**src/rtl/fwd_pkg.sv**
```systemverilog
// Shared widths, selection encoding and helpers for the operand forwarding stage.
package fwd_pkg;

    localparam int W_DEF  = 64;
    localparam int AW_DEF = 5;

    // Selection code for the register-file path; source i is encoded as i+1.
    localparam int SEL_RF = 0;

    function automatic int sel_idx_to_src(input int sel);
        return sel - 1;
    endfunction

endpackage

```
**src/rtl/fwd_prio_sel.sv**
```systemverilog
// Address/write-enable match against every forwarding source with youngest-first
// (lowest index) priority. Shared by the rs1 and rs2 operand instances.
module fwd_prio_sel #(
    parameter int AW      = fwd_pkg::AW_DEF,
    parameter int NUM_SRC = 3,
    parameter int IW      = (NUM_SRC > 1) ? $clog2(NUM_SRC) : 1
) (
    input  logic [AW-1:0]         rs_addr,
    input  logic [NUM_SRC*AW-1:0] src_rd_addr,
    input  logic [NUM_SRC-1:0]    src_we,
    output logic                  hit,
    output logic [IW-1:0]         idx
);

    always_comb begin
        // NOTE: defaults on every comb output before any branch prevent latch inference.
        hit = 1'b0;
        idx = '0;
        // Walk oldest to youngest so the youngest match is the last one written.
        for (int i = NUM_SRC - 1; i >= 0; i--) begin
            if (src_we[i] && (src_rd_addr[i*AW +: AW] == rs_addr) && (rs_addr != '0)) begin
                hit = 1'b1;
                idx = IW'(i);
            end
        end
    end

endmodule

```
**src/rtl/operand_fwd_stage.sv**
```systemverilog
// One source operand: forwarding select, load-use hazard detect and the
// registered ID/EX slot with stall, flush and a saturating forward counter.
module operand_fwd_stage
    import fwd_pkg::*;
#(
    parameter int W       = W_DEF,
    parameter int AW      = AW_DEF,
    parameter int NUM_SRC = 3,
    parameter int CW      = 16,
    parameter int SW      = $clog2(NUM_SRC + 1)
) (
    input  logic                  clk,
    input  logic                  rst,
    input  logic                  in_valid,
    input  logic                  stall_in,
    input  logic                  flush,
    input  logic [AW-1:0]         rs_addr,
    input  logic [W-1:0]          rf_data,
    input  logic [NUM_SRC*AW-1:0] src_rd_addr,
    input  logic [NUM_SRC-1:0]    src_we,
    input  logic [NUM_SRC*W-1:0]  src_data,
    input  logic [NUM_SRC-1:0]    src_data_ok,
    output logic                  out_valid,
    output logic [W-1:0]          out_data,
    output logic [SW-1:0]         out_sel,
    output logic                  hazard_stall,
    output logic [CW-1:0]         fwd_count
);

    localparam int IW = (NUM_SRC > 1) ? $clog2(NUM_SRC) : 1;
    localparam logic [CW-1:0] COUNT_MAX = '1;

    logic          hit;
    logic [IW-1:0] idx;
    logic [SW-1:0] sel;
    logic [W-1:0]  sel_data;

    fwd_prio_sel #(
        .AW      (AW),
        .NUM_SRC (NUM_SRC),
        .IW      (IW)
    ) u_prio (
        .rs_addr     (rs_addr),
        .src_rd_addr (src_rd_addr),
        .src_we      (src_we),
        .hit         (hit),
        .idx         (idx)
    );

    always_comb begin
        sel      = SW'(SEL_RF);
        sel_data = rf_data;
        if (hit) begin
            sel      = SW'(idx) + SW'(1);
            sel_data = src_data[sel_idx_to_src(int'(sel))*W +: W];
        end
    end

    // Only the winning source's readiness matters; shadowed older sources are ignored.
    assign hazard_stall = in_valid & hit & ~src_data_ok[idx] & ~flush;

    always_ff @(posedge clk) begin
        // NOTE: non-blocking assignments for all state so every register samples pre-edge values.
        if (rst) begin
            out_valid <= 1'b0;
            out_data  <= '0;
            out_sel   <= '0;
            fwd_count <= '0;
        end else if (flush) begin
            out_valid <= 1'b0;
            out_data  <= '0;
            out_sel   <= '0;
        end else if (stall_in) begin
            out_valid <= out_valid;
        end else if (hazard_stall) begin
            out_valid <= 1'b0;
            out_data  <= '0;
            out_sel   <= '0;
        end else begin
            out_valid <= in_valid;
            out_data  <= sel_data;
            out_sel   <= sel;
            if (in_valid && (sel != SW'(SEL_RF)) && (fwd_count != COUNT_MAX))
                fwd_count <= fwd_count + CW'(1);
        end
    end

endmodule

```
**config.mk**
```make
export PLATFORM = sky130hd
export DESIGN_NAME = operand_fwd_stage
export DESIGN_NICKNAME = d
export VERILOG_FILES = /design/src/rtl/fwd_pkg.sv /design/src/rtl/fwd_prio_sel.sv /design/src/rtl/operand_fwd_stage.sv
export SDC_FILE = /design/constraint.sdc
export NUM_CORES = 1
export LEC_CHECK = 0
export ABC_AREA = 1
export ABC_CLOCK_PERIOD_IN_PS = 2950
export BUFFER_PORTS_ARGS = -buffer_cell sky130_fd_sc_hd__buf_2
export CAP_MARGIN = 20
export CORE_AREA = 2 2 143 145
export CTS_BUF_LIST = sky130_fd_sc_hd__clkbuf_16
export DETAILED_ROUTE_END_ITERATION = 10
export DIE_AREA = 0 0 145 147
export GPL_ROUTABILITY_DRIVEN = 0
export GPL_TIMING_DRIVEN = 0
export PLACE_DENSITY = 0.7
export SLEW_MARGIN = 20
export SYNTH_ARGS = -nofsm -noshare
export SYNTH_HDL_FRONTEND = slang
export SYNTH_SLANG_ARGS = --single-unit
export TNS_END_PERCENT = 50
```
**constraint.sdc**
```tcl
create_clock -name clk -period 2.95 [get_ports clk]
set_input_delay 0.295 -clock clk [delete_from_list [all_inputs] [get_ports clk]]
set_output_delay 0.295 -clock clk [all_outputs]
set_load 0.02 [all_outputs]
```
**Word level (Yosys, flattened, before mapping)**

Cells that the tools add are included.

- Register bits: 83
- Bits in latches: 0
- Memory bits (writable): 0
- Bits in read-only memories: 0
- Input port bits: 287
- Output and inout bits: 84
- Logic and storage cells: 45
- Memories kept: 0

- Add/subtract/negate cells: 3
- $mul: 0
- Divide/modulo/power cells: 0
- $lt $le $gt $ge: 1
- Eq/ne operators: 4
- Shift-type cells: 1
- Muxes and demuxes: 13
- Bitwise logic cells: 7
- Reductions and logical operators: 12

Operators by type and width:

| operator | count |
|---|---|
| indexed part select 192 x 9 -> 64 bit | 1 |
| 2-to-1 mux 64 bit | 2 |
| adder 16 x 1 -> 16 bit (second input constant) | 1 |
| != test 16 bit (second input constant) | 1 |
| equality test 5 bit | 3 |
| 2-to-1 mux 2 bit | 5 |
| logical AND 1 bit | 8 |
| 2-to-1 mux 1 bit | 5 |
| nonzero test 5 bit | 1 |
| NOT 1 bit | 4 |
| AND reduction 4 bit | 1 |
| bitwise AND 1 bit | 3 |
| < comparator 2 x 3 -> 1 bit (second input constant) | 1 |
| subtractor 2 x 1 -> 3 bit (second input constant) | 1 |
| adder 2 x 1 -> 2 bit (second input constant) | 1 |
| binary-select mux 1 bit (select 2 bit) | 1 |
| nonzero test 2 bit | 1 |
| OR reduction 2 bit | 1 |

**Logic depth before layout (Yosys ltp)**

- Word-level depth: 13
- Gate-level depth with buffers: 21
- Depth with buffers taken out: 19

**Cells and area by module**

A second synthesis with hierarchy kept.

- Cell total of the unflattened synthesis: 981
- Area, all modules: 5796.8 µm²

By module, submodules not included:

| module | instances | cells each | area an instance (µm²) | seq. area each (µm²) |
|---|---|---|---|---|
| operand_fwd_stage | 1 | 896 | 5415.2 | 1661.6 |
| fwd_prio_sel | 1 | 85 | 381.6 | 0.0 |

**Least setup slack after synthesis**

No wires, ideal clock.

- Path type: input to register
- Start: input port src_rd_addr[0]
- End: register out_data[39]
- Library setup time: 0.065 ns
- Arrival time: 2.289 ns
- Required time: 2.885 ns
- Path slack: 0.596 ns
- Cell stages on the path: 20
- Path buffers: 3
- Path through: inv_1 nand2_1 nand2_1 nor2_1 nand2_1 nor2_2 nor2_4 buf_2 ha_1 inv_2 clkbuf_1 clkbuf_1 nand2_1 nand2_1 nand2_1 nor2_1 nor2_1 nor2_1 nor2_1 nor2_1

- Word-level cells in the longest chain between the ends: 10
- Elaborated cells on any way between the ends: 16
- Classes of those cells: add/sub: 2; eq/ne: 1; shift: 1; mux: 6; bitwise: 4; reduce/logical: 2

RTL lines:

| item | line | RTL |
|---|---|---|
| start: declaration | operand_fwd_stage.sv:19 | `input logic [NUM_SRC*AW-1:0] src_rd_addr,` |
| equality test 5 bit * | fwd_prio_sel.sv:21 | `if (src_we[i] && (src_rd_addr[i*AW +: AW] == rs_addr) && (rs_addr != '0)) begin` |
| logical AND 1 bit * (2 in a row) | fwd_prio_sel.sv:21 |  |
| parallel branches: the longest is 6 deep, another holds subtractor 2 x 1 -> 3 bit | n/a |  |
| 2-to-1 mux 64 bit * | operand_fwd_stage.sv:75 | `end else if (hazard_stall) begin` |
| end signal: assignment | operand_fwd_stage.sv:81 | `out_data <= sel_data;` |
| end: declaration | operand_fwd_stage.sv:24 | `output logic [W-1:0] out_data,` |

Mark *: on every way between the ends. The select of a mux whose other input is x is not followed.
A chain may end at the register's enable or synchronous reset.

**Final worst setup path**

- Start: input port rs_addr[2]
- End: register out_data[31]

- Word-level cells in the longest chain between the ends: 12
- Elaborated cells on any way between the ends: 27
- Classes of those cells: add/sub: 2; eq/ne: 3; shift: 1; mux: 10; bitwise: 4; reduce/logical: 7

RTL lines:

| item | line | RTL |
|---|---|---|
| start: declaration | operand_fwd_stage.sv:17 | `input logic [AW-1:0] rs_addr,` |
| parallel branches: the longest is 11 deep, another holds subtractor 2 x 1 -> 3 bit | n/a |  |
| 2-to-1 mux 64 bit * | operand_fwd_stage.sv:75 |  |

Marks and branches as above.

==> metrics <==
Total Wirelength 31400 um; total power consumption of the routed design 0.003475 W; number of placement rows 52; Internal 0.002391 W; M1 GR Usage 36.33%; global route hottest layer met2; global routing usage on met3 3.789%; number of cells traversed by the worst register-to-register path 10; global routing met2 resource utilization 49.10%; post-route minimum period 2.704 ns; end-of-flow core utilization 52.18%; ratio of cells with drive above 1 in the final layout 29.00%; end point of the most critical hold path out_valid; count of input and output buffers 368; total number of vias 10090; Worst Hold Launch in_valid; core outline area 19840 um^2; TritonCTS clock tree built; combinational group share of total power 27.5%; number of synthesized register bits 83; pwr/cell area 335.6 nW/um^2; Gate Count Post-Synth 1463; relative contribution of sequential cells to total power 33.8%; biggest cell delay along the critical path 0.43 ns; average cell area after synthesis 5.330 um^2; Achievable Freq 369.8 MHz; count of boundary I/O pins 371; Static Leak 6.204 nW; post-route clock period utilization 91.68%; Worst Path Buf+Inv 4; number of antenna violations at the first check in global routing 3; final count of hold timing violations 0; hold_buf cts 0; endpoint of the worst-slack reg-to-reg timing path fwd_count[8]; number of global-route vias before repair 9042; first-pass GRT wire length 47950 um; routed wirelength normalized by instance count 14.81 um; final cell count without fillers 2121; Root Driver clkbuf_16; nets in the synthesized netlist 1752; remaining routing DRC violations 0; largest fanout on the critical path 10; Layout Skew 0.004194 ns; detailed-router iteration count before antenna repair 5; total net switching power 0.001084 W; highest-count cells in the layout ignoring fill and taps 531 x nand2_1, 402 x buf_2, 348 x nor2_1; sw frac 31.20%; cell with the largest stage delay on the worst path ha_1; worst-case register-to-register setup slack 0.89 ns; most frequent standard cell in the layout excluding fill and tap cells nand2_1; overall fraction of global-route tracks in use 28.29%; most used flip-flop cell after synthesis dfxtp_1; largest vdd supply drop 239.2 uV; register clock-pin slew on the reported worst setup and hold paths 0.07 ns; via density per instance 4.755; remaining global-route overflow 0; design area 10350 um^2; Die ar. 21320 um^2; Worst R2R Start fwd_count[0]; critical path's most frequent cell nor2_1; signal arrival time at the worst endpoint 2.98 ns; count of flip-flops with a built-in enable after synthesis 0; worst hold margin 0.2559 ns; number of levels the H-tree was split into 3; number of buffers created by CTS 9; die width 145 um; fraction of registers with async set/reset 0%; Mapped Area 7797 um^2; dpl cell area 9977 um^2; area delta synth->final 32.80%; Cell variety after synth 29; violation count after the first detailed-route iteration 610; status completed; Placed Instances 2101; Net count, final 2132; maximum clock path buffer count 2; Worst-Skew Late Latency 0.35 ns; largest net degree at the start of global routing 15; hold path cells 3; sequential area share after synthesis 21.31%; final-report setup violation count 0; count of maximum capacitance violations 0; Yosys warning count 0; data required time of the worst path 3.22 ns; remaining antenna violation count 0; worst setup path class primary input to flip-flop; setup repair after global routing missed its margin false; total half-perimeter wirelength after legalization and detailed placement 24840 um; final number of max-transition violations 0; vertical extent of the die 147 um; CP delay by family, top simple AND/OR/NAND/NOR gates; clock share of power 38.6%; kind of end point of the critical path flip-flop; Worst setup SP type primary input; worst-path cell chain buf_2 > nor2_1 > nand2_1 > nor2_1 > nor2_1 > nand3_1 > nor2_4 > buf_2 > ha_1 > clkbuf_2 > clkbuf_1 > nand3_1 > nand2_1 > nor2_1 > nor2_1 > nor2_1 > nor2_1; classification of the worst-slack hold path primary input to flip-flop; measured slew at the worst slew-check pin 0.7305 ns; clock sink total 83; headroom to the max-slew limit 51.30%; starting density of the core 39.29%
-- layout make-up --
class | count | area (um^2)
repair buffers | 369 | 1849
well taps | 270 | 337.8
fillers | 2141 | 9489
diodes | 3 | 7.507
inverters | 111 | 419.2
plain buffers | 97 | 580.6
multi-input cells | 1172 | 5157
flip-flops and latches | 83 | 1662
clock buffers | 9 | 225.2
clock inverters | 7 | 116.4
-- worst max path at each step --
stage / start / endpoint / slack (ns) / cells after the start
after floorplan: src_rd_addr[0] / out_data[39] / 0.60 / 20
after global placement: rs_addr[3] / out_data[56] / -0.61 / 17
after detailed placement: rs_addr[2] / out_data[58] / -0.61 / 20
after CTS: rs_addr[3] / out_data[1] / 0.007 / 18
after global routing: rs_addr[3] / out_data[31] / 0.01 / 16
final: rs_addr[2] / out_data[31] / 0.25 / 17
-- synth_stat cells, drive strengths merged, types with 3 or more instances --
library cell    n  area (um^2)
buf            56        411.7
nor2          354         1364
nand2         541         2056
or2            66        412.9
nor3            6        30.03
xor2           11        96.34
clkbuf         41        155.1
a21oi          20        100.1
xnor2           3        26.28
dfxtp          83         1662
nand3         148        908.4
inv           110        412.9
nand4          17        106.4
-- routing by layer --
metal,wire length (um),vias up
met1,13230,4450
met3,2216,48
li1,-,5191
met4,747,2
met5,13,-
met2,15200,394
-- logic make-up (layout without fill, tap and decap cells) --
| family | count (synthesis) | count (layout) | share of synthesized area, % |
|---|---|---|---|
| buffers and inverters | 208 | 593 | 12.61 |
| xor gates and xnor gates | 14 | 14 | 1.573 |
| DFF | 83 | 83 | 21.31 |
| adders and majority gates | 2 | 2 | 0.3209 |
| AOI/OAI and AO/OA | 20 | 20 | 1.284 |
| other | 0 | 3 | 0 |
| and+or+nand+nor | 1136 | 1136 | 62.90 |
-- through the flow --
step | setup TNS (ns) | worst slack, ns
global placement | -27.31 | -0.6073
CTS | 0 | 0.007192
global route | 0 | 0.01312
detailed placement | -28.97 | -0.6108
floorplan | 0 | 0.5963
finish | 0 | 0.2456
-- worst register-to-register path, stage by stage, from the launching register on --
cell and delay, ns:
dfxtp_1 0.36, ha_1 0.28, nand3_1 0.17, nor2_1 0.07, a21oi_1 0.19, nand2_1 0.12, nor2_4 0.21, nand3_4 0.15
buf_2 0.23, nand2_1 0.08, a21oi_1 0.06
-- registers in the layout (all words and copies together) (netlist names) --
register and count:
fwd_count 16, out_data 64, out_sel 2, out_valid 1
-- power by group through the flow --
stage	clock network [W]	logic, W	registers (W)
finish	0.00134	0.000957	0.00118
global route	0.00140	0.00106	0.00118
CTS	0.00136	0.000955	0.00118
detailed placement	0	0.000950	0.00120
global placement	0	0.000944	0.00120
floorplan	0	0.000530	0.00124
-- repair_timing --
item / CTS / global route
resized for setup: 5 / 13
setup buffers: 0 / 1
pin swaps: 0 / 1
endpoints found under the setup margin: 49 / 61
Power figures use the tool's default switching activity.
